File: src/rtl/if_fetch_pkg.sv
// Shared constants, state encodings and defaults for the instruction-fetch stage.
// The optional stall buffer is enabled with IF_FETCH_BUF_EN.
package if_fetch_pkg;

  localparam logic        enable_signal       = 1'b1;
  localparam int          inst_addr_bus_width = 32;
  localparam int          InstBus             = 32;
  localparam logic [31:0] zero_word           = 32'h0000_0000;
  localparam logic [31:0] RESET_PC_DEFAULT    = 32'h0000_0000;

  typedef enum logic [1:0] {
    S_IDLE  = 2'd0,
    S_FETCH = 2'd1,
    S_HOLD  = 2'd2
  } fetch_state_e;

endpackage

File: src/rtl/if_fetch_if.sv
// Fetch-stage bundle: controller inputs, instruction-memory handshake and if_id outputs.
// master is the fetch stage, slave is its environment (memory, ctrl, ID/EX, if_id).
interface if_fetch_if #(
  parameter int ADDR_W = 32,
  parameter int INST_W = 32
) ();

  logic              stall;
  logic              branch_flag_i;
  logic [ADDR_W-1:0] branch_target_i;
  logic              imem_req;
  logic [ADDR_W-1:0] imem_addr;
  logic              imem_ack;
  logic [INST_W-1:0] imem_rdata;
  logic [ADDR_W-1:0] if_pc;
  logic [INST_W-1:0] if_inst;
  logic              if_valid;

  modport master (
    input  stall, branch_flag_i, branch_target_i, imem_ack, imem_rdata,
    output imem_req, imem_addr, if_pc, if_inst, if_valid
  );

  modport slave (
    output stall, branch_flag_i, branch_target_i, imem_ack, imem_rdata,
    input  imem_req, imem_addr, if_pc, if_inst, if_valid
  );

endinterface

File: src/rtl/if_fetch_buf.sv
// One-entry holding buffer for an instruction returned while the pipeline is stalled.
// Flush wins over load, load wins over drain.
module if_fetch_buf #(
  parameter int ADDR_W = 32,
  parameter int INST_W = 32
) (
  input  logic              clk,
  input  logic              rst,
  input  logic              load_i,
  input  logic              drain_i,
  input  logic              flush_i,
  input  logic [ADDR_W-1:0] pc_i,
  input  logic [INST_W-1:0] inst_i,
  output logic              valid_o,
  output logic [ADDR_W-1:0] pc_o,
  output logic [INST_W-1:0] inst_o
);

  logic              valid_q, valid_d;
  logic [ADDR_W-1:0] pc_q, pc_d;
  logic [INST_W-1:0] inst_q, inst_d;

  always_comb begin
    valid_d = valid_q;
    pc_d    = pc_q;
    inst_d  = inst_q;
    if (flush_i) begin
      valid_d = 1'b0;
    end else if (load_i) begin
      valid_d = 1'b1;
      pc_d    = pc_i;
      inst_d  = inst_i;
    end else if (drain_i) begin
      valid_d = 1'b0;
    end
  end

  always_ff @(posedge clk) begin
    if (rst) begin
      valid_q <= 1'b0;
      pc_q    <= '0;
      inst_q  <= '0;
    end else begin
      valid_q <= valid_d;
      pc_q    <= pc_d;
      inst_q  <= inst_d;
    end
  end

  assign valid_o = valid_q;
  assign pc_o    = pc_q;
  assign inst_o  = inst_q;

endmodule

File: src/rtl/if_fetch.sv
// Instruction-fetch stage: owns the PC, fetches over req/ack and drives the if_id register.
// Define IF_FETCH_BUF_EN to keep an instruction acked during stall instead of refetching it.
module if_fetch
  import if_fetch_pkg::*;
#(
  parameter int                ADDR_W   = inst_addr_bus_width,
  parameter int                INST_W   = InstBus,
  parameter logic [ADDR_W-1:0] RESET_PC = ADDR_W'(RESET_PC_DEFAULT)
) (
  input  logic      clk,
  input  logic      rst,
  if_fetch_if.master bus
);

  fetch_state_e      state_q, state_d;
  logic [ADDR_W-1:0] pc_q, pc_d;
  logic              req_q, req_d;
  logic [ADDR_W-1:0] addr_q, addr_d;
  logic [ADDR_W-1:0] if_pc_q, if_pc_d;
  logic [INST_W-1:0] if_inst_q, if_inst_d;
  logic              if_valid_q, if_valid_d;
  logic [ADDR_W-1:0] target_aligned;

  assign target_aligned = bus.branch_target_i & ~ADDR_W'(3);

`ifdef IF_FETCH_BUF_EN
  logic              buf_load, buf_drain, buf_valid;
  logic [ADDR_W-1:0] buf_pc;
  logic [INST_W-1:0] buf_inst;

  if_fetch_buf #(.ADDR_W(ADDR_W), .INST_W(INST_W)) u_buf (
    .clk     (clk),
    .rst     (rst),
    .load_i  (buf_load),
    .drain_i (buf_drain),
    .flush_i (bus.branch_flag_i),
    .pc_i    (addr_q),
    .inst_i  (bus.imem_rdata),
    .valid_o (buf_valid),
    .pc_o    (buf_pc),
    .inst_o  (buf_inst)
  );
`endif

  always_comb begin
    state_d    = state_q;
    pc_d       = pc_q;
    req_d      = req_q;
    addr_d     = addr_q;
    if_pc_d    = if_pc_q;
    if_inst_d  = if_inst_q;
    if_valid_d = if_valid_q;
`ifdef IF_FETCH_BUF_EN
    buf_load   = 1'b0;
    buf_drain  = 1'b0;
`endif
    // Redirect beats everything but reset; a same-cycle ack is thrown away.
    if (bus.branch_flag_i) begin
      pc_d       = target_aligned;
      addr_d     = target_aligned;
      req_d      = 1'b1;
      state_d    = S_FETCH;
      if_valid_d = 1'b0;
      if_inst_d  = INST_W'(zero_word);
    end else begin
      case (state_q)
        S_IDLE: begin
          req_d   = 1'b1;
          addr_d  = pc_q;
          state_d = S_FETCH;
        end
        S_FETCH: begin
          if (bus.imem_ack && !bus.stall) begin
            if_pc_d    = addr_q;
            if_inst_d  = bus.imem_rdata;
            if_valid_d = 1'b1;
            pc_d       = pc_q + ADDR_W'(4);
            addr_d     = pc_q + ADDR_W'(4);
          end else if (!bus.stall) begin
            if_inst_d  = INST_W'(zero_word);
            if_valid_d = 1'b0;
`ifdef IF_FETCH_BUF_EN
          end else if (bus.imem_ack) begin
            buf_load = 1'b1;
            req_d    = 1'b0;
            state_d  = S_HOLD;
`endif
          end
        end
`ifdef IF_FETCH_BUF_EN
        S_HOLD: begin
          if (!bus.stall) begin
            buf_drain  = 1'b1;
            if_pc_d    = buf_pc;
            if_inst_d  = buf_inst;
            if_valid_d = buf_valid;
            pc_d       = pc_q + ADDR_W'(4);
            addr_d     = pc_q + ADDR_W'(4);
            req_d      = 1'b1;
            state_d    = S_FETCH;
          end
        end
`endif
        default: state_d = S_IDLE;
      endcase
    end
  end

  always_ff @(posedge clk) begin
    if (rst == enable_signal) begin
      state_q    <= S_IDLE;
      pc_q       <= RESET_PC;
      req_q      <= 1'b0;
      addr_q     <= '0;
      if_pc_q    <= '0;
      if_inst_q  <= INST_W'(zero_word);
      if_valid_q <= 1'b0;
    end else begin
      state_q    <= state_d;
      pc_q       <= pc_d;
      req_q      <= req_d;
      addr_q     <= addr_d;
      if_pc_q    <= if_pc_d;
      if_inst_q  <= if_inst_d;
      if_valid_q <= if_valid_d;
    end
  end

  assign bus.imem_req  = req_q;
  assign bus.imem_addr = addr_q;
  assign bus.if_pc     = if_pc_q;
  assign bus.if_inst   = if_inst_q;
  assign bus.if_valid  = if_valid_q;

endmodule
File: src/flat_wrapper.sv
// flat-port wrapper written by rule: the top's interface ports become plain ports
module if_fetch_flat import if_fetch_pkg::*;
#(
  parameter int                ADDR_W   = inst_addr_bus_width,
  parameter int                INST_W   = InstBus,
  parameter logic [ADDR_W-1:0] RESET_PC = ADDR_W'(RESET_PC_DEFAULT)
)
  (clk, rst, bus_stall, bus_branch_flag_i, bus_branch_target_i, bus_imem_ack, bus_imem_rdata, bus_imem_req, bus_imem_addr, bus_if_pc, bus_if_inst, bus_if_valid);
  if_fetch_if #(.ADDR_W(ADDR_W), .INST_W(INST_W)) bus_i ();
  input  logic clk;
  input  logic rst;
  input wire logic [$bits(bus_i.stall)-1:0] bus_stall;
  input wire logic [$bits(bus_i.branch_flag_i)-1:0] bus_branch_flag_i;
  input wire logic [$bits(bus_i.branch_target_i)-1:0] bus_branch_target_i;
  input wire logic [$bits(bus_i.imem_ack)-1:0] bus_imem_ack;
  input wire logic [$bits(bus_i.imem_rdata)-1:0] bus_imem_rdata;
  output wire logic [$bits(bus_i.imem_req)-1:0] bus_imem_req;
  output wire logic [$bits(bus_i.imem_addr)-1:0] bus_imem_addr;
  output wire logic [$bits(bus_i.if_pc)-1:0] bus_if_pc;
  output wire logic [$bits(bus_i.if_inst)-1:0] bus_if_inst;
  output wire logic [$bits(bus_i.if_valid)-1:0] bus_if_valid;
  assign bus_i.stall = bus_stall;
  assign bus_i.branch_flag_i = bus_branch_flag_i;
  assign bus_i.branch_target_i = bus_branch_target_i;
  assign bus_i.imem_ack = bus_imem_ack;
  assign bus_i.imem_rdata = bus_imem_rdata;
  assign bus_imem_req = bus_i.imem_req;
  assign bus_imem_addr = bus_i.imem_addr;
  assign bus_if_pc = bus_i.if_pc;
  assign bus_if_inst = bus_i.if_inst;
  assign bus_if_valid = bus_i.if_valid;
  if_fetch #(.ADDR_W(ADDR_W), .INST_W(INST_W), .RESET_PC(RESET_PC)) u_core (.clk(clk), .rst(rst), .bus(bus_i));
endmodule
File: config.mk
export PLATFORM = sky130hd
export DESIGN_NAME = if_fetch_flat
export DESIGN_NICKNAME = d
export VERILOG_FILES = /design/src/rtl/if_fetch_pkg.sv /design/src/rtl/if_fetch_if.sv /design/src/rtl/if_fetch_buf.sv /design/src/rtl/if_fetch.sv /design/src/flat_wrapper.sv
export SDC_FILE = /design/constraint.sdc
export NUM_CORES = 1
export LEC_CHECK = 0
export ABC_AREA = 1
export CORE_MARGIN = 1
export CORE_UTILIZATION = 44
export CTS_CLUSTER_SIZE = 20
export DETAILED_ROUTE_END_ITERATION = 12
export HOLD_SLACK_MARGIN = 0.15
export PLACE_DENSITY = 0.74
export SYNTH_ARGS = -nofsm -noshare
export SYNTH_HDL_FRONTEND = slang
export SYNTH_HIERARCHICAL = 1
export SYNTH_SLANG_ARGS = --single-unit
File: constraint.sdc
create_clock -name clk -period 1.4 [get_ports clk]
set_input_delay 0.21 -clock clk [delete_from_list [all_inputs] [get_ports clk]]
set_output_delay 0.21 -clock clk [all_outputs]
set_load 0.01 [all_outputs]
=== Yosys cells after proc, flatten, opt, wreduce, memory -nomap -nowiden ===
Cells that the tools add are included.

* Input port bits: 69
* Flip-flop bits (word level): 132
* Output and inout bits: 98

* Reductions and logical operators: 15
* Multiplexer cells: 14
* Eq/ne operators: 5
* Bitwise operators: 1
* Add/subtract/negate cells: 1

{| class="wikitable"
|+ Operators by type and width
! cell !! count
|-
| $mux W32 || 7
|-
| $pmux W32 S2 || 1
|-
| $add A32 B3 Y32 const B || 1
|-
| $reduce_and A2 Y1 || 5
|-
| $reduce_bool A2 Y1 || 4
|-
| $mux W1 || 5
|-
| $ne A2 B1 Y1 const B || 2
|-
| $pmux W2 S2 || 1
|-
| $ne A3 B2 Y1 const B || 1
|-
| $reduce_and A3 Y1 || 1
|-
| $reduce_bool A3 Y1 || 1
|-
| $eq A2 B1 Y1 const B || 1
|-
| $logic_not A2 Y1 || 1
|-
| $ne A2 B2 Y1 const B || 1
|-
| $reduce_or A2 Y1 || 1
|-
| $logic_and A1 B1 Y1 || 1
|-
| $logic_not A1 Y1 || 1
|-
| $not A1 Y1 || 1
|}

=== Depth between registers and ports, before layout ===
Gate-level depths: netlist (run 1).

* Depth after elaboration: 5
* Gate-level depth with buffers: 10

=== Least setup slack after synthesis (run 1) ===
OpenSTA, ideal clock, no wires.

* Kind: register -> register
* Start: register u_core.pc_q[2]
* End: register u_core.pc_q[20]
* Path buffers: 0
* Data required time: 1.272 ns
* Slack: -0.091 ns
* Arrival time: 1.364 ns
* Setup time: 0.128 ns
* Cell stages (with the launch flop): 9
* Cells stage by stage: dfxtp_1 -> ha_1 -> inv_1 -> nor2_2 -> nand3_1 -> o21ai_0 -> nand2_1 -> a21oi_1 -> nor2_1

* Cells in the longest elaborated chain, start to end: 4

{| class="wikitable"
|+ Ends and longest elaborated chain
! item !! RTL line !! source
|-
| from (decl) || if_fetch.sv:16 || <nowiki>logic [ADDR_W-1:0] pc_q, pc_d;</nowiki>
|-
| from (signal assigned) || if_fetch.sv:120 || <nowiki>pc_q <= pc_d;</nowiki>
|-
| $add A32 B3 Y32 || if_fetch.sv:77 || <nowiki>pc_d = pc_q + ADDR_W'(4);</nowiki>
|-
| $mux W32 || if_fetch.sv:73 || <nowiki>if (bus.imem_ack && !bus.stall) begin</nowiki>
|-
| $mux W32 || if_fetch.sv:66 || <nowiki>case (state_q)</nowiki>
|-
| $mux W32 || if_fetch.sv:58 || <nowiki>if (bus.branch_flag_i) begin</nowiki>
|}

No other way between the ends. The select of a mux whose other input is x is not followed.
A chain may end at the register's enable or synchronous reset.

=== Worst setup path in the final report (run 1) ===
* Start: register u_core.pc_q[3]
* End: register u_core.addr_q[14], in the netlist u_core/bus.imem_addr[14]

* Cells in the longest elaborated chain, start to end: 4

{| class="wikitable"
|+ Ends and longest elaborated chain
! item !! RTL line !! source
|-
| $add A32 B3 Y32 || if_fetch.sv:78 || <nowiki>addr_d = pc_q + ADDR_W'(4);</nowiki>
|-
| $mux W32 || if_fetch.sv:73 ||
|-
| $pmux W32 S2 || if_fetch.sv:66 ||
|-
| $mux W32 || if_fetch.sv:58 ||
|-
| to (signal assigned) || if_fetch.sv:122 || <nowiki>addr_q <= addr_d;</nowiki>
|-
| to (decl) || if_fetch.sv:18 || <nowiki>logic [ADDR_W-1:0] addr_q, addr_d;</nowiki>
|}

No other way between the ends. The select of a mux whose other input is x is not followed.

==> metrics.yaml, run 1 <==
status: "complete, but fails checks"
violations: "negative setup slack"
critPathKind: "register to register"
insertion_delay_ps: 420
h-tree-depth: 4
vias: 6731
fin_nets: 1153
total_power_uw: 9670
postSynthCellCount: 871
ioPinCount: 167
drv_cap: 0
cpPeakStageDelay_ps: 390
cp_max_fo: 5
synth_warnings: 6
grt_overflow: 0
rsz0062_at_grt: "true"
place.gp.congestion: 0.901
drcViolationCount: 0
p_clk_share_pct: 46.0
numCtsBuffers: 17
yosys_register_bits: 125
grt_usage_pct: 27.2
hpwl_mm: 13.1
swShare_pct: 27.0
seq_power_share_pct: 40.2
grt_pass1_vias: 6149
grt-busiest-layer: "met2"
post-route-period-util_pct: 107
synth.most_common_cell: "nand2_1"
wl_per_cell_um: 15.9
fin_crit_ps: 1500
grtUsageMet1_pct: 35.6
wl_mm: 20.2
cp.arrival_ps: 1850
clk_pin_slew_ps: 60
p_switching_uw: 2610
cp_num_buf_inv: 1
cellLeakagePower_uw: 0.00395
grt_max_degree: 46
drtIter0Drc: 678
synth_area_um2: 5920
coreArea_um2: 12900
p_int_uw: 7050
combPwrFrac_pct: 13.8
power.density_nw_per_um2: 1050
avgSynthCellArea_um2: 6.79
areaGrowthSynthToFinish_pct: 56.3
die_w_um: 118
layout_setup_ws_ps: -96.9
cts_tree: "done"
ys.flop_type: "dfxtp_1"
clock-root-buffer: "clkbuf_16"
whs_ps: 336
max_clock_freq_ghz: 0.668
antenna_found_initial: 0
hp-class: "input port to register"
synth_top_cell_by_area: "dfxtp_1"
clock_skew_ps: 13.0
crit_top_cell: "nor2_4"
die_y_um: 118
cpLargestDelayFamily: "simple AND/OR/NAND/NOR gates"
finalHoldViolations: 0
ys_top_cells_by_count: "nand2_1 (237), nor2_1 (130), dfxtp_1 (125)"
setup_viol: 25
start_util_pct: 45.9
postRouteAntennaNets: 0
grt_pass1_wl_mm: 30.1
crit_chain: "ha_4 > inv_4 > nor2_4 > nand2_4 > nor2_4 > xor2_1 > nand2_1 > a21oi_1"
synth_top_cell_area_share_pct: 42.3
ir_worst_vdd_v: 0.000795
num_rows: 41
async_flop_share_pct: 0
ys_types: 28
layout-drive-gt1-share_pct: 24.2
yosys-top-cells-area: "dfxtp_1 (42%), nand2_1 (15%), nor2_1 (8.2%)"
n_antenna_cell: 0
die_area_um2: 13900
cp-start-kind: "register"
cts_max_path_buffers: 2
synth_edf_count: 0
cts.sinks: 125
critPathSlowestCell: "dfxtp_4"
place_inst: 1225
worst_ep_required_time_ps: 1750
endpoint_kind: "register"
setup_tns_ps: -866
first_pass_iters: 6
fillers: 1001
use_met3_pct: 5.57
fin_cells: 1268
grt_use_met2_pct: 44.6
port_buffers: 160
via_per_inst: 5.31
slew_viol_final: 0
ys_seq_area_share_pct: 42.3
==> logic make-up (layout without fill, tap and decap cells) <==
logic type | after synthesis | count (layout) | synth area share (%)
compound gates | 211 | 211 | 18.3
fa+ha+maj | 1 | 1 | 0.211
xor+xnor | 15 | 15 | 2.60
buf+inv | 111 | 333 | 8.06
simple gates | 407 | 407 | 28.5
other cells | 1 | 4 | 0.0634
flops | 125 | 125 | 42.3
==> area by class of cell <==
| type | instances | area (um^2) | share of cell area [%] |
|---|---|---|---|
| multi-input combinational | 638 | 3410 | 36.9 |
| sequential | 125 | 2570 | 27.8 |
| timing repair buffer | 238 | 2210 | 23.9 |
| clock buffer | 18 | 439 | 4.75 |
| inverter | 63 | 244 | 2.64 |
| tap | 172 | 215 | 2.33 |
| clock inverter | 14 | 158 | 1.71 |
==> tightest hold or removal path, cell delays in order <==
cell and delay [ps]:
clkdlybuf4s50_1 390, nand2_1 60, a21oi_1 50
==> flip-flops by register name (all words and copies together), names as in the netlist <==
name and count:
u_core/bus.if_inst 32, u_core/bus.if_pc 30, u_core/bus.imem_addr 30, u_core/pc_q 30
u_core/bus.if_valid 1, u_core/bus.imem_req 1, u_core/state_q 1
==> metal layers <==
layer,up-vias,wire length [um]
li1,3213,-
met1,3128,8340
met2,353,9870
met3,37,1590
met4,0,386
met5,-,0
==> final timing paths <==
path                                       from                                    end  slack [ps]  cells after the start
max                 u_core/pc_q[3]$_SDFFE_PP0P_  u_core/bus.imem_addr[14]$_SDFFE_PP0P_        -100                      8
min                          bus_imem_rdata[27]    u_core/bus.if_inst[27]$_SDFFE_PP0P_         340                      3
max reg2reg         u_core/pc_q[3]$_SDFFE_PP0P_  u_core/bus.imem_addr[14]$_SDFFE_PP0P_        -100                      8
min reg2reg  u_core/bus.if_inst[2]$_SDFFE_PP0P_     u_core/bus.if_inst[2]$_SDFFE_PP0P_         460                      2
==> through the flow <==
step	worst slack, ps	utilization (%)	cell area, um^2
after floorplan	29.4	-	5940
after global placement	-268	63.2	8130
after detailed placement	-291	63.2	8130
after CTS	-51.3	68.0	8760
after global routing	-143	71.8	9240
final	-96.9	71.8	9240
==> power by group through the flow <==
| stage | clock [uW] | combinational (uW) | sequential, uW |
|---|---|---|---|
| finish | 4450 | 1330 | 3880 |
| global route | 4680 | 1440 | 3900 |
| CTS | 4500 | 1240 | 3870 |
| detailed placement | 0 | 1290 | 3950 |
| global placement | 0 | 1270 | 3940 |
| floorplan | 0 | 555 | 3970 |
==> placed cells by master (no fill, tap or decap), drive strengths merged, types with 2 or more instances in the layout <==
master | synthesis | routed
clkbuf | 18 | 18
inv | 63 | 68
conb | 1 | 4
buf | 30 | 78
o21ai | 114 | 114
bufinv | 0 | 2
nor2 | 146 | 146
nand3 | 17 | 17
a41oi | 2 | 2
xnor2 | 3 | 3
clkdlybuf4s50 | 0 | 66
dfxtp | 125 | 125
dlygate4sd2 | 0 | 94
a31oi | 8 | 8
a21oi | 84 | 84
clkinv | 0 | 7
nand2 | 244 | 244
xor2 | 12 | 12
==> timing repair <==
item	in CTS	in global routing
hold buffers	0	0
endpoints found under the setup margin	142	57
buffers inserted	2	10
pin swaps	15	38
resized for setup	142	130
Note: power is estimated with default switching activity, not from simulation.
==> run 2: changes to the inputs <==
--- a/config.mk
+++ b/config.mk
@@ -10,7 +10,6 @@
 export CORE_UTILIZATION = 44
 export CTS_CLUSTER_SIZE = 20
 export DETAILED_ROUTE_END_ITERATION = 12
-export HOLD_SLACK_MARGIN = 0.15
 export PLACE_DENSITY = 0.74
 export SYNTH_ARGS = -nofsm -noshare
 export SYNTH_HDL_FRONTEND = slang
==> results of run 2 <==
Final layout, timing and power as in run 1 (identical DEF).
